<file path="src/rtl/vga_pkg.sv">
// rtl/vga_pkg.sv - shared VGA timing constants and vertical phase type
// Default timing is 800x600@60 with a 40 MHz pixel clock.
package vga_pkg;

   localparam int H_Tot_time = 1056;

   localparam int H_ACT  = 800;
   localparam int H_FP   = 40;
   localparam int H_SYNC = 128;
   localparam int H_TOT  = H_Tot_time;

   localparam int V_ACT  = 600;
   localparam int V_FP   = 1;
   localparam int V_SYNC = 4;
   localparam int V_TOT  = 628;

   typedef enum logic [1:0] {V_ACTIVE, V_FP_S, V_SYNC_S, V_BP} v_state_t;

   // Vertical phase that owns a given line index.
   function automatic v_state_t v_phase(input logic [10:0] line, input int v_act,
                                        input int v_fp, input int v_sync);
      if (int'(line) < v_act)
         return V_ACTIVE;
      else if (int'(line) < v_act + v_fp)
         return V_FP_S;
      else if (int'(line) < v_act + v_fp + v_sync)
         return V_SYNC_S;
      else
         return V_BP;
   endfunction

endpackage

</file>
<file path="src/rtl/vga_v_timing_gen_if.sv">
// rtl/vga_v_timing_gen_if.sv - horizontal-in / timing-out bundle of the vertical timing generator
interface vga_v_timing_gen_if;

   logic [10:0] hcount_in;
   logic        end_of_line;
   logic [10:0] hcount;
   logic [10:0] vcount;
   logic        hsync;
   logic        vsync;
   logic        hblnk;
   logic        vblnk;
   logic        frame_start;
   logic [15:0] frame_cnt;

   modport master (
      output hcount_in, end_of_line,
      input  hcount, vcount, hsync, vsync, hblnk, vblnk, frame_start, frame_cnt
   );

   modport slave (
      input  hcount_in, end_of_line,
      output hcount, vcount, hsync, vsync, hblnk, vblnk, frame_start, frame_cnt
   );

endinterface

</file>
<file path="src/rtl/vga_v_counter.sv">
// rtl/vga_v_counter.sv - vertical line counter, advanced and wrapped by end_of_line
// vl_next is exported so the phase FSM can move together with the counter.
module vga_v_counter #(
   parameter int V_TOT = vga_pkg::V_TOT
) (
   input  logic        pclk,
   input  logic        rst,
   input  logic        end_of_line,
   output logic [10:0] vl,
   output logic [10:0] vl_next
);

   localparam logic [10:0] VL_LAST = 11'(V_TOT - 1);

   always_comb begin
      vl_next = vl;
      if (end_of_line)
         vl_next = (vl == VL_LAST) ? 11'd0 : vl + 11'd1;
   end

   always_ff @(posedge pclk) begin
      if (rst)
         vl <= '0;
      else
         vl <= vl_next;
   end

endmodule

</file>
<file path="src/rtl/vga_v_timing_gen.sv">
// rtl/vga_v_timing_gen.sv - vertical phase FSM and registered sync/blank outputs
// Optional VGA_FRAME_CNT_EN adds the 16-bit frame counter; otherwise frame_cnt is tied to 0.
module vga_v_timing_gen #(
   parameter int H_ACT  = vga_pkg::H_ACT,
   parameter int H_FP   = vga_pkg::H_FP,
   parameter int H_SYNC = vga_pkg::H_SYNC,
   parameter int H_TOT  = vga_pkg::H_TOT,
   parameter int V_ACT  = vga_pkg::V_ACT,
   parameter int V_FP   = vga_pkg::V_FP,
   parameter int V_SYNC = vga_pkg::V_SYNC,
   parameter int V_TOT  = vga_pkg::V_TOT
) (
   input logic               pclk,
   input logic               rst,
   vga_v_timing_gen_if.slave bus
);

   import vga_pkg::*;

   localparam logic [10:0] HB_START = 11'(H_ACT);
   localparam logic [10:0] HS_START = 11'(H_ACT + H_FP);
   localparam logic [10:0] HS_END   = 11'(H_ACT + H_FP + H_SYNC);
   localparam logic [10:0] H_LIM    = 11'(H_TOT);

   logic [10:0] vl;
   logic [10:0] vl_next;
   v_state_t    state;
   v_state_t    state_next;
   logic        in_range;
   logic        hblnk_c;
   logic        hsync_c;
   logic        vblnk_c;
   logic        vsync_c;
   logic        frame_start_c;

   vga_v_counter #(.V_TOT(V_TOT)) u_v_counter (
      .pclk        (pclk),
      .rst         (rst),
      .end_of_line (bus.end_of_line),
      .vl          (vl),
      .vl_next     (vl_next)
   );

   always_ff @(posedge pclk) begin
      if (rst)
         state <= V_ACTIVE;
      else
         state <= state_next;
   end

   // Deriving the phase from the next line both sequences normally and resyncs after a skip.
   always_comb begin
      state_next = state;
      if (bus.end_of_line)
         state_next = v_phase(vl_next, V_ACT, V_FP, V_SYNC);
   end

   always_comb begin
      in_range      = bus.hcount_in < H_LIM;
      hblnk_c       = !in_range || (bus.hcount_in >= HB_START);
      hsync_c       = in_range && (bus.hcount_in >= HS_START) && (bus.hcount_in < HS_END);
      vblnk_c       = (state != V_ACTIVE);
      vsync_c       = (state == V_SYNC_S);
      frame_start_c = (bus.hcount_in == 11'd0) && (vl == 11'd0);
   end

   always_ff @(posedge pclk) begin
      if (rst) begin
         bus.hcount      <= '0;
         bus.vcount      <= '0;
         bus.hsync       <= 1'b0;
         bus.vsync       <= 1'b0;
         bus.hblnk       <= 1'b0;
         bus.vblnk       <= 1'b0;
         bus.frame_start <= 1'b0;
      end else begin
         bus.hcount      <= bus.hcount_in;
         bus.vcount      <= vl;
         bus.hsync       <= hsync_c;
         bus.vsync       <= vsync_c;
         bus.hblnk       <= hblnk_c;
         bus.vblnk       <= vblnk_c;
         bus.frame_start <= frame_start_c;
      end
   end

`ifdef VGA_FRAME_CNT_EN
   logic [15:0] frame_cnt_q;

   always_ff @(posedge pclk) begin
      if (rst)
         frame_cnt_q <= '0;
      else if (frame_start_c)
         frame_cnt_q <= frame_cnt_q + 16'd1;
   end

   assign bus.frame_cnt = frame_cnt_q;
`else
   assign bus.frame_cnt = 16'h0000;
`endif

endmodule

</file>
<file path="src/flat_wrapper.sv">
// flat-port wrapper written by rule: the top's interface ports become plain ports
module vga_v_timing_gen_flat import vga_pkg::*;
#(
   parameter int H_ACT  = vga_pkg::H_ACT,
   parameter int H_FP   = vga_pkg::H_FP,
   parameter int H_SYNC = vga_pkg::H_SYNC,
   parameter int H_TOT  = vga_pkg::H_TOT,
   parameter int V_ACT  = vga_pkg::V_ACT,
   parameter int V_FP   = vga_pkg::V_FP,
   parameter int V_SYNC = vga_pkg::V_SYNC,
   parameter int V_TOT  = vga_pkg::V_TOT
)
  (pclk, rst, bus_hcount_in, bus_end_of_line, bus_hcount, bus_vcount, bus_hsync, bus_vsync, bus_hblnk, bus_vblnk, bus_frame_start, bus_frame_cnt);
  vga_v_timing_gen_if bus_i ();
  input logic pclk;
  input logic rst;
  input wire logic [$bits(bus_i.hcount_in)-1:0] bus_hcount_in;
  input wire logic [$bits(bus_i.end_of_line)-1:0] bus_end_of_line;
  output wire logic [$bits(bus_i.hcount)-1:0] bus_hcount;
  output wire logic [$bits(bus_i.vcount)-1:0] bus_vcount;
  output wire logic [$bits(bus_i.hsync)-1:0] bus_hsync;
  output wire logic [$bits(bus_i.vsync)-1:0] bus_vsync;
  output wire logic [$bits(bus_i.hblnk)-1:0] bus_hblnk;
  output wire logic [$bits(bus_i.vblnk)-1:0] bus_vblnk;
  output wire logic [$bits(bus_i.frame_start)-1:0] bus_frame_start;
  output wire logic [$bits(bus_i.frame_cnt)-1:0] bus_frame_cnt;
  assign bus_i.hcount_in = bus_hcount_in;
  assign bus_i.end_of_line = bus_end_of_line;
  assign bus_hcount = bus_i.hcount;
  assign bus_vcount = bus_i.vcount;
  assign bus_hsync = bus_i.hsync;
  assign bus_vsync = bus_i.vsync;
  assign bus_hblnk = bus_i.hblnk;
  assign bus_vblnk = bus_i.vblnk;
  assign bus_frame_start = bus_i.frame_start;
  assign bus_frame_cnt = bus_i.frame_cnt;
  vga_v_timing_gen #(.H_ACT(H_ACT), .H_FP(H_FP), .H_SYNC(H_SYNC), .H_TOT(H_TOT), .V_ACT(V_ACT), .V_FP(V_FP), .V_SYNC(V_SYNC), .V_TOT(V_TOT)) u_core (.pclk(pclk), .rst(rst), .bus(bus_i));
endmodule
</file>
<file path="config.mk">
export PLATFORM = sky130hd
export DESIGN_NAME = vga_v_timing_gen_flat
export DESIGN_NICKNAME = d
export VERILOG_FILES = /design/src/rtl/vga_pkg.sv /design/src/rtl/vga_v_timing_gen_if.sv /design/src/rtl/vga_v_counter.sv /design/src/rtl/vga_v_timing_gen.sv /design/src/flat_wrapper.sv
export SDC_FILE = /design/constraint.sdc
export NUM_CORES = 1
export LEC_CHECK = 0
export CORE_ASPECT_RATIO = 1.5
export CORE_MARGIN = 1.5
export CORE_UTILIZATION = 46
export CTS_BUF_LIST = sky130_fd_sc_hd__clkbuf_16
export DETAILED_ROUTE_END_ITERATION = 8
export MAX_ROUTING_LAYER = met4
export PLACE_DENSITY = 0.84
export SYNTH_ARGS = -nofsm -noshare
export SYNTH_HDL_FRONTEND = slang
export SYNTH_SLANG_ARGS = --single-unit
</file>
<file path="constraint.sdc">
create_clock -name pclk -period 2.5 [get_ports pclk]
set_input_delay 0.375 -clock pclk [delete_from_list [all_inputs] [get_ports pclk]]
set_output_delay 0.375 -clock pclk [all_outputs]
set_load 0.005 [all_outputs]
</file>
==> flow_metrics.py, run 1 <==
metrics = {
    "global_route": {
        "grt_pass1_wl_mm": 6.37,
        "grt_max_degree": 25,
        "grt_pass1_vias": 1371,
        "overflow": 0,
        "grt.total_usage_pct": 21.0,
        "antenna_found_initial": 0,
    },
    "layout": {
        "layout-drive-gt1-share_pct": 7.53,
        "final_area_mm2": 0.00236,
        "diodes": 0,
        "area_growth_pct": 29.8,
        "instances_no_fill": 282,
        "fillers": 295,
        "fin_util_pct": 63.6,
        "multi_input_area_um2": 877,
        "mostFrequentLayoutCells": "40 x clkdlybuf4s50_1, 40 x dfxtp_1, 25 x nor2_1",
        "final_nets": 254,
        "regArea_um2": 801,
    },
    "placement": {
        "pre_cts_slack_ps": 241,
        "dpl.cell_count": 274,
        "gp_congestion": 0.882,
        "post_dp_cell_area_mm2": 0.00220,
        "post-dp-hpwl_mm": 2.84,
        "io_buffers": 40,
    },
    "power": {
        "clockPowerShare_pct": 47.7,
        "switching_share_pct": 20.8,
        "pwr-share-seq_pct": 44.0,
        "peakVddDrop_uv": 516,
        "powerDensity_mw_per_mm2": 636,
        "p_sw_uw": 313,
        "intPower_mw": 1.19,
        "p_comb_share_pct": 8.3,
        "cellLeakagePower_nw": 0.918,
    },
    "drt": {
        "first_pass_iters": 4,
        "dr.first_iter.drc_count": 30,
        "drt-total-wl_mm": 3.89,
        "vias": 1508,
        "viasPerCell": 5.35,
        "wire_per_inst_um": 13.8,
        "antenna_left": 0,
        "drc": 0,
    },
    "worst_setup_path": {
        "critPathSlowestCell": "or4bb_4",
        "worst_ep_required_time_ps": 2710,
        "cp-end-kind": "flip-flop",
        "path_cells": "or4bb_4 -> nor4_4 -> o22a_1 -> o2111ai_1 -> a211oi_2",
        "path_class": "flip-flop to flip-flop",
        "path_max_fanout": 10,
        "cpPeakStageDelay_ps": 560,
        "arrival_ps": 2250,
        "start_kind": "flip-flop",
    },
    "sta": {
        "clock_skew_ps": 4.58,
        "final_hold_viol_count": 0,
        "fmax_mhz": 489,
        "rsz0062_at_grt": "no",
        "post-route-period-util_pct": 81.7,
        "setup_tns_ps": 0,
        "worst_slack_ps": 456,
        "slew_violations": 0,
        "period_minus_slack_ps": 2040,
        "setup_viol": 0,
    },
    "clock_network": {
        "cts.sinks": 40,
        "numCtsBuffers": 5,
        "root_buffer": "clkbuf_16",
        "cts_max_path_buffers": 2,
        "cts_setup_buffers": 0,
        "cts_max_level": 2,
        "cts_tree": "done",
        "clk_pin_slew_ps": 60,
        "ctsResizeCount": 0,
        "insertion_delay_ps": 280,
        "cts.hold.buffers_added": 0,
    },
    "yosys": {
        "synth_top_family_by_area": "simple AND/OR/NAND/NOR gates",
        "ys_ff_latch": 40,
        "synth_edf_count": 0,
        "yosys_warnings": 0,
        "synth_cells": 201,
        "yosys.area.top_type": "dfxtp_1",
        "synth_seq_area_share_pct": 44.0,
        "synth_compound_area_share_pct": 10.2,
        "yosys-top-cells-area": "dfxtp_1 44%, nor2b_1 7.2%, buf_4 6.6%",
        "synthXorXnorAreaFrac_pct": 4.33,
        "muxShareOfSynthArea_pct": 0,
        "yosys.area_share.adder_pct": 1.37,
        "synth-simple-area-share_pct": 29.0,
        "postSynthAreaPerCell_um2": 9.06,
        "synth_ff_type": "dfxtp_1",
        "synth.distinct_cells": 42,
        "syn_area_mm2": 0.00182,
        "async_flop_share_pct": 0,
        "netlist.area_leader.share_pct": 44.0,
    },
    "floorplanning": {
        "die-area_mm2": 0.00435,
        "die-width_um": 54.4,
        "core_area_mm2": 0.00372,
        "start_util_pct": 49.0,
        "die_h_um": 80.1,
        "pin_count": 57,
        "core.rowCount": 27,
    },
    "status": {
        "status": "complete, no violations",
    },
    "job": {
        "maxCapViolCount": 0,
    },
    "min_path": {
        "hp-class": "flip-flop to flip-flop",
    },
}
[synthesized netlist by cell type, types with 2 or more instances]
cell and count:
nand3_1 6, o211a_1 2, buf_2 4, xnor2_1 3, xor2_1 6, nand4_1 4
a21oi_1 5, and4_1 2, nor4_1 4, and3_1 2, dfxtp_1 40, ha_1 2
inv_1 4, nand4b_1 2, or3_1 2, nor3b_1 2, o21ai_0 3, buf_4 16
nor2_1 25, clkbuf_1 9, o31ai_1 5, nand2_1 8, nor2b_1 21, nor3_1 4
o2111ai_1 3
[routing by layer]
| metal | GRT usage [%] | routed length, um | up-vias |
|---|---|---|---|
| li1 | - | - | 732 |
| met1 | 22.1 | 1530 | 687 |
| met2 | 35.2 | 1980 | 73 |
| met3 | 3.35 | 237 | 16 |
| met4 | 12.8 | 145 | 0 |
| met5 | - | 0 | - |
[metrics by stage]
| stage | hold slack [ps] | power [mW] |
|---|---|---|
| 4_1_cts | 487 | 1.52 |
| 6_report | 489 | 1.50 |
| 3_3_place_gp | 469 | 0.796 |
| 3_5_place_dp | 478 | 0.799 |
| 5_1_grt | 515 | 1.56 |
| 2_1_floorplan | 422 | 0.748 |
[final timing paths]
path / from / endpoint / slack [ps] / cells past startpoint
worst min register to register: u_core.state[0] / u_core.bus.vsync / 490 / 1
worst max-delay path: u_core.u_v_counter.vl[6] / u_core.state[0] / 460 / 5
worst min-delay path: u_core.state[0] / u_core.bus.vsync / 490 / 1
worst max register to register: u_core.u_v_counter.vl[6] / u_core.state[0] / 460 / 5
[sequential cells by signal, indices dropped and copies added, names as in the netlist]
signal / flops
u_core.bus.vsync: 1
u_core.bus.frame_start: 1
u_core.bus.vcount: 11
u_core.bus.vblnk: 1
u_core.bus.hblnk: 1
u_core.state: 2
u_core.bus.hcount: 11
u_core.bus.hsync: 1
u_core.u_v_counter.vl: 11
[power groups by stage]
stage	sequential (mW)	clock (mW)	combinational, mW
CTS	0.662	0.732	0.125
finish	0.662	0.717	0.125
global placement	0.675	0	0.121
global route	0.663	0.761	0.138
detailed placement	0.676	0	0.123
floorplan	0.677	0	0.0713
[logic make-up after synthesis]
family,count (synthesis)
DFF,40
AOI/OAI and AO/OA,25
xor gates and xnor gates,9
adders and majority gates,2
buffers and inverters,34
other,1
and+or+nand+nor,90
[cell type report]
type | instances | area share [%]
multi-input cells | 142 | 37.1
flip-flops and latches | 40 | 33.9
repair buffers | 45 | 19.0
clock buffers | 5 | 5.29
well taps | 43 | 2.28
clock inverters | 3 | 1.80
inverters | 4 | 0.635
[worst max-delay path, delay by kind of cell (launching register included)]
kind / cells / cell delay (ps)
compound gates: 3 / 580
flops: 1 / 530
simple gates: 2 / 870
Power figures use the tool's default switching activity.
==> run 2: changes to the inputs <==
CORE_UTILIZATION = 41   (was 46)
PLACE_DENSITY = 0.8   (was 0.84)
clock period = 1.88 ns   (was 2.5 ns; I/O delays follow)
==> run 2 against run 1 <==
  * Maximum frequency increased by 12%
  * Sequential share of layout area decreased by 2.5 points
  * Sequential cell count unchanged
  * Worst hold slack got worse by 14 ps
  * Routed wire length increased by 6.2%
  * Critical path type unchanged
  * Critical endpoint unchanged
  * Largest cell class unchanged
  * Highest routed layer unchanged
==> flow_metrics.py, run 2 (synthesis results as in run 1) <==
metrics = {
    "clock_network": {
        "cts.hold.buffers_added": 0,
        "root_buffer": "clkbuf_16",
        "cts_max_path_buffers": 2,
        "numCtsBuffers": 5,
        "cts_tree": "done",
        "clk_pin_slew_ps": 60,
        "cts.sinks": 40,
        "insertion_delay_ps": 280,
        "cts_max_level": 2,
    },
    "sta": {
        "period_minus_slack_ps": 1820,
        "worst_slack_ps": 56.3,
        "final_hold_viol_count": 0,
        "setup_viol": 0,
        "whs_ps": 476,
        "clock_skew_ps": 6.59,
        "fmax_mhz": 548,
        "slew_violations": 0,
        "post-route-period-util_pct": 97.0,
    },
    "worst_setup_path": {
        "reg2reg_from": "u_core.u_v_counter.vl[1]",
        "start_kind": "flip-flop",
        "cp-end-kind": "flip-flop",
        "path_cells": "ha_4 -> buf_4 -> nand2_2 -> nor4_4 -> or3_1 -> o211a_1 -> a211oi_2",
        "crit_start": "u_core.u_v_counter.vl[1]",
        "path_delay_family": "simple AND/OR/NAND/NOR gates",
        "path_max_fanout": 7,
        "path_class": "flip-flop to flip-flop",
        "worst_ep_required_time_ps": 2090,
        "critPathSlowestCell": "or3_1",
        "arrival_ps": 2030,
        "worst-path-buf-inv": 1,
        "cpPeakStageDelay_ps": 410,
    },
    "drt": {
        "first_pass_iters": 4,
        "vias": 1560,
        "dr.first_iter.drc_count": 56,
        "antenna_left": 0,
        "viasPerCell": 5.15,
        "drc": 0,
        "drt-total-wl_mm": 4.13,
        "wire_per_inst_um": 13.6,
    },
    "power": {
        "peakVddDrop_uv": 1000,
        "powerDensity_mw_per_mm2": 730,
        "cellLeakagePower_nw": 1.02,
        "power_mw": 1.86,
    },
    "job": {
        "maxCapViolCount": 0,
    },
    "layout": {
        "multi_input_area_um2": 940,
        "area_growth_pct": 40.2,
        "reg_top3": "u_core.bus.hcount: 11 flops, u_core.bus.vcount: 11 flops, u_core.u_v_counter.vl: 11 flops",
        "regArea_um2": 802,
        "layout-drive-gt1-share_pct": 17.9,
        "mostFrequentLayoutCells": "39 x clkdlybuf4s50_1, 39 x dfxtp_1, 25 x nor2_1",
        "instances_no_fill": 303,
        "fillers": 338,
        "diodes": 0,
        "final_nets": 272,
        "final_area_mm2": 0.00255,
    },
    "placement": {
        "post-dp-hpwl_mm": 2.99,
        "dpl.cell_count": 295,
        "gp_congestion": 0.895,
        "post_dp_cell_area_mm2": 0.00234,
        "io_buffers": 40,
        "pre_cts_slack_ps": -226,
    },
    "floorplanning": {
        "die-area_mm2": 0.00486,
        "core.rowCount": 29,
        "pin_count": 57,
        "die-width_um": 57.4,
        "core_area_mm2": 0.00425,
        "die_h_um": 84.6,
        "start_util_pct": 42.9,
    },
    "global_route": {
        "grt_max_degree": 33,
        "antenna_found_initial": 0,
        "grt.total_usage_pct": 18.3,
        "grt_pass1_vias": 1466,
        "grt_pass1_wl_mm": 6.71,
        "overflow": 0,
    },
    "status": {
        "status": "complete, no violations",
    },
    "min_path": {
        "hp-class": "flip-flop to flip-flop",
        "hp-start": "u_core.state[0]",
    },
}
-- run 2: worst paths after layout --
check,endpoint,slack [ps],cells past startpoint
worst min-delay path,u_core.bus.vsync,480,1
worst min register to register,u_core.bus.vsync,480,1
worst max register to register,u_core.state[0],60,7
worst max-delay path,u_core.state[0],60,7
-- run 2: repair_timing --
| action | CTS | global route |
|---|---|---|
| gates resized for setup | 2 | 14 |
| pin swaps | 1 | 6 |
| setup buffers | 0 | 0 |
| endpoints found under the setup margin | 2 | 2 |
-- run 2: layer usage --
layer | routed length [um] | share of wire, % | GRT usage (%)
met5 | 0 | 0 | -
met4 | 90 | 2.2 | 7.61
met3 | 265 | 6.4 | 3.08
met2 | 2310 | 56 | 33.8
met1 | 1460 | 35 | 18.1
-- run 2: through the flow --
step / utilization (%) / TNS, ps
after global routing: 60.2 / -46.6
after global placement: 55.0 / -389
final: 60.2 / 0
after CTS: 58.5 / 0
after detailed placement: 55.0 / -592
after floorplan: - / 0
-- run 2: where the power goes --
| group | internal (mW) | leakage [nW] | switching, mW | total (mW) |
|---|---|---|---|---|
| combinational | 0.0963 | 0.619 | 0.0806 | 0.177 |
| sequential | 0.872 | 0.327 | 0.00959 | 0.882 |
| clock | 0.488 | 0.0736 | 0.318 | 0.806 |
| total | 1.46 | 1.02 | 0.408 | 1.86 |
-- run 2: final cells by class --
type,count,area share [%]
clock buffers,5,4.90
clock inverters,3,0.735
inverters,4,0.588
multi-input cells,142,36.8
flip-flops and latches,40,31.4
well taps,46,2.25
repair buffers,63,23.3
==> run 3: changes to the inputs <==
CORE_MARGIN = 3   (was 1.5)
==> run 3 against run 2 <==
  * Maximum frequency about the same
  * Design area down 1.6%
  * Combinational power decreased by 2%
  * Worst setup slack lost 1.8 ps
  * Sequential power is essentially flat
==> flow_metrics.py, run 3 (synthesis results as in run 1) <==
metrics = {
    "drt": {
        "first_pass_iters": 4,
        "drt-total-wl_mm": 4.16,
        "dr.first_iter.drc_count": 59,
        "antenna_left": 0,
        "viasPerCell": 5.15,
        "wire_per_inst_um": 13.8,
        "drc": 0,
        "vias": 1554,
    },
    "global_route": {
        "grt.total_usage_pct": 17.0,
        "grt_pass1_vias": 1454,
        "grt_max_degree": 20,
        "grt_pass1_wl_mm": 6.53,
        "antenna_found_initial": 0,
        "overflow": 0,
    },
    "power": {
        "clockPowerShare_pct": 42.9,
        "pwr-share-seq_pct": 47.7,
        "peakVddDrop_uv": 761,
        "switching_share_pct": 21.7,
        "cellLeakagePower_nw": 1.00,
        "p_comb_share_pct": 9.4,
        "powerDensity_mw_per_mm2": 735,
        "p_sw_uw": 401,
        "intPower_mw": 1.45,
    },
    "clock_network": {
        "clk_pin_slew_ps": 60,
        "cts_max_path_buffers": 2,
        "insertion_delay_ps": 280,
        "cts_tree": "done",
        "cts_max_level": 2,
        "numCtsBuffers": 5,
        "root_buffer": "clkbuf_16",
        "cts.sinks": 40,
        "cts.hold.buffers_added": 0,
        "cts_setup_buffers": 0,
    },
    "worst_setup_path": {
        "path_cells": "or4b_4 -> o31ai_1 -> o21ai_0 -> nand4b_1 -> a211oi_2",
        "worst_ep_required_time_ps": 2050,
        "path_delay_family": "simple AND/OR/NAND/NOR gates",
        "cp-end-kind": "flip-flop",
        "path_max_fanout": 3,
        "path_class": "flip-flop to flip-flop",
        "cpPeakStageDelay_ps": 600,
        "start_kind": "flip-flop",
        "arrival_ps": 2000,
        "worst-path-buf-inv": 0,
        "critPathSlowestCell": "or4b_4",
    },
    "sta": {
        "worst_slack_ps": 54.5,
        "slew_violations": 0,
        "clock_skew_ps": 8.83,
        "final_hold_viol_count": 0,
        "rsz0062_at_grt": "yes",
        "fmax_mhz": 548,
        "setup_tns_ps": 0,
        "post-route-period-util_pct": 97.1,
        "period_minus_slack_ps": 1830,
        "setup_viol": 0,
    },
    "layout": {
        "layout-drive-gt1-share_pct": 17.2,
        "instances_no_fill": 302,
        "layout_commonest_cell": "clkdlybuf4s50_1",
        "area_growth_pct": 38.0,
        "reg_top3": "u_core.bus.hcount: 11 flops, u_core.bus.vcount: 11 flops, u_core.u_v_counter.vl: 11 flops",
        "diodes": 0,
        "final_nets": 271,
        "fillers": 358,
        "mostFrequentLayoutCells": "39 x clkdlybuf4s50_1, 38 x dfxtp_1, 25 x nor2_1",
    },
    "placement": {
        "pre_cts_slack_ps": -225,
        "gp_congestion": 0.957,
        "io_buffers": 40,
        "dpl.cell_count": 294,
        "post-dp-hpwl_mm": 3.09,
    },
    "floorplanning": {
        "die_h_um": 87.6,
        "die-width_um": 60.4,
        "die-area_mm2": 0.00530,
        "pin_count": 57,
        "core.rowCount": 29,
        "start_util_pct": 42.9,
        "core_area_mm2": 0.00425,
    },
    "status": {
        "status": "complete, no violations",
    },
    "job": {
        "maxCapViolCount": 0,
    },
    "min_path": {
        "hp-class": "flip-flop to flip-flop",
    },
}
==> run 3: cell types whose count changed in the layout (fill, tap and decap cells not counted), sizes merged <==
cell | before | now
inv | 4 | 5
clkinvlp | 0 | 1
clkinv | 3 | 1
buf | 23 | 22
==> run 3: per-layer routing <==
layer	wire, um	share of wire, %	GRT usage, %
met3	319	7.7	2.65
met1	1480	35	16.1
met2	2160	52	30.1
met5	0	0	-
met4	210	5.0	11.6
==> run 3: worst reg2reg max path: stages, from the launching register on <==
cell,delay (ps)
dfxtp_1,310
or4b_4,600
o31ai_1,340
o21ai_0,230
nand4b_1,170
a211oi_2,80
==> run 3: power groups by stage <==
stage / Sequential, mW / Combinational (mW) / Clock, mW
final: 0.882 / 0.173 / 0.792
after global routing: 0.883 / 0.191 / 0.829
after CTS: 0.880 / 0.169 / 0.807
after detailed placement: 0.898 / 0.167 / 0
after global placement: 0.897 / 0.163 / 0
after floorplan: 0.900 / 0.0949 / 0
==> run 3: final timing paths <==
| path | from | endpoint | slack, ps | cells past startpoint |
|---|---|---|---|---|
| worst max-delay path | u_core.u_v_counter.vl[7] | u_core.state[1] | 50 | 5 |
| worst max register to register | u_core.u_v_counter.vl[7] | u_core.state[1] | 50 | 5 |
| worst min-delay path | u_core.state[0] | u_core.bus.vsync | 480 | 1 |
| worst min register to register | u_core.state[0] | u_core.bus.vsync | 480 | 1 |
==> run 3: stage by stage <==
| stage | hold WS, ps | total power [mW] | utilization, % | cell area (um^2) |
|---|---|---|---|---|
| 2_1_floorplan | 361 | 0.995 | - | 1880 |
| 3_3_place_gp | 454 | 1.06 | 54.6 | 2320 |
| 3_5_place_dp | 469 | 1.06 | 54.6 | 2320 |
| 4_1_cts | 480 | 1.86 | 57.9 | 2460 |
| 5_1_grt | 480 | 1.90 | 59.2 | 2510 |
| 6_report | 483 | 1.85 | 59.2 | 2510 |
==> run 3: final cells by class <==
type / instances / area [um^2] / area share [%]
multi-input combinational: 142 / 926 / 36.8
clock buffer: 5 / 125 / 4.98
timing repair buffer: 62 / 572 / 22.7
tap: 46 / 57.6 / 2.29
sequential: 40 / 803 / 32.0
inverter: 4 / 15.0 / 0.597
clock inverter: 3 / 15.0 / 0.597
==> run 3: repair_timing <==
item                                    in CTS  in global routing
endpoints found under the setup margin       2                  2
pin swaps                                    0                  4
resized for setup                            1                 14
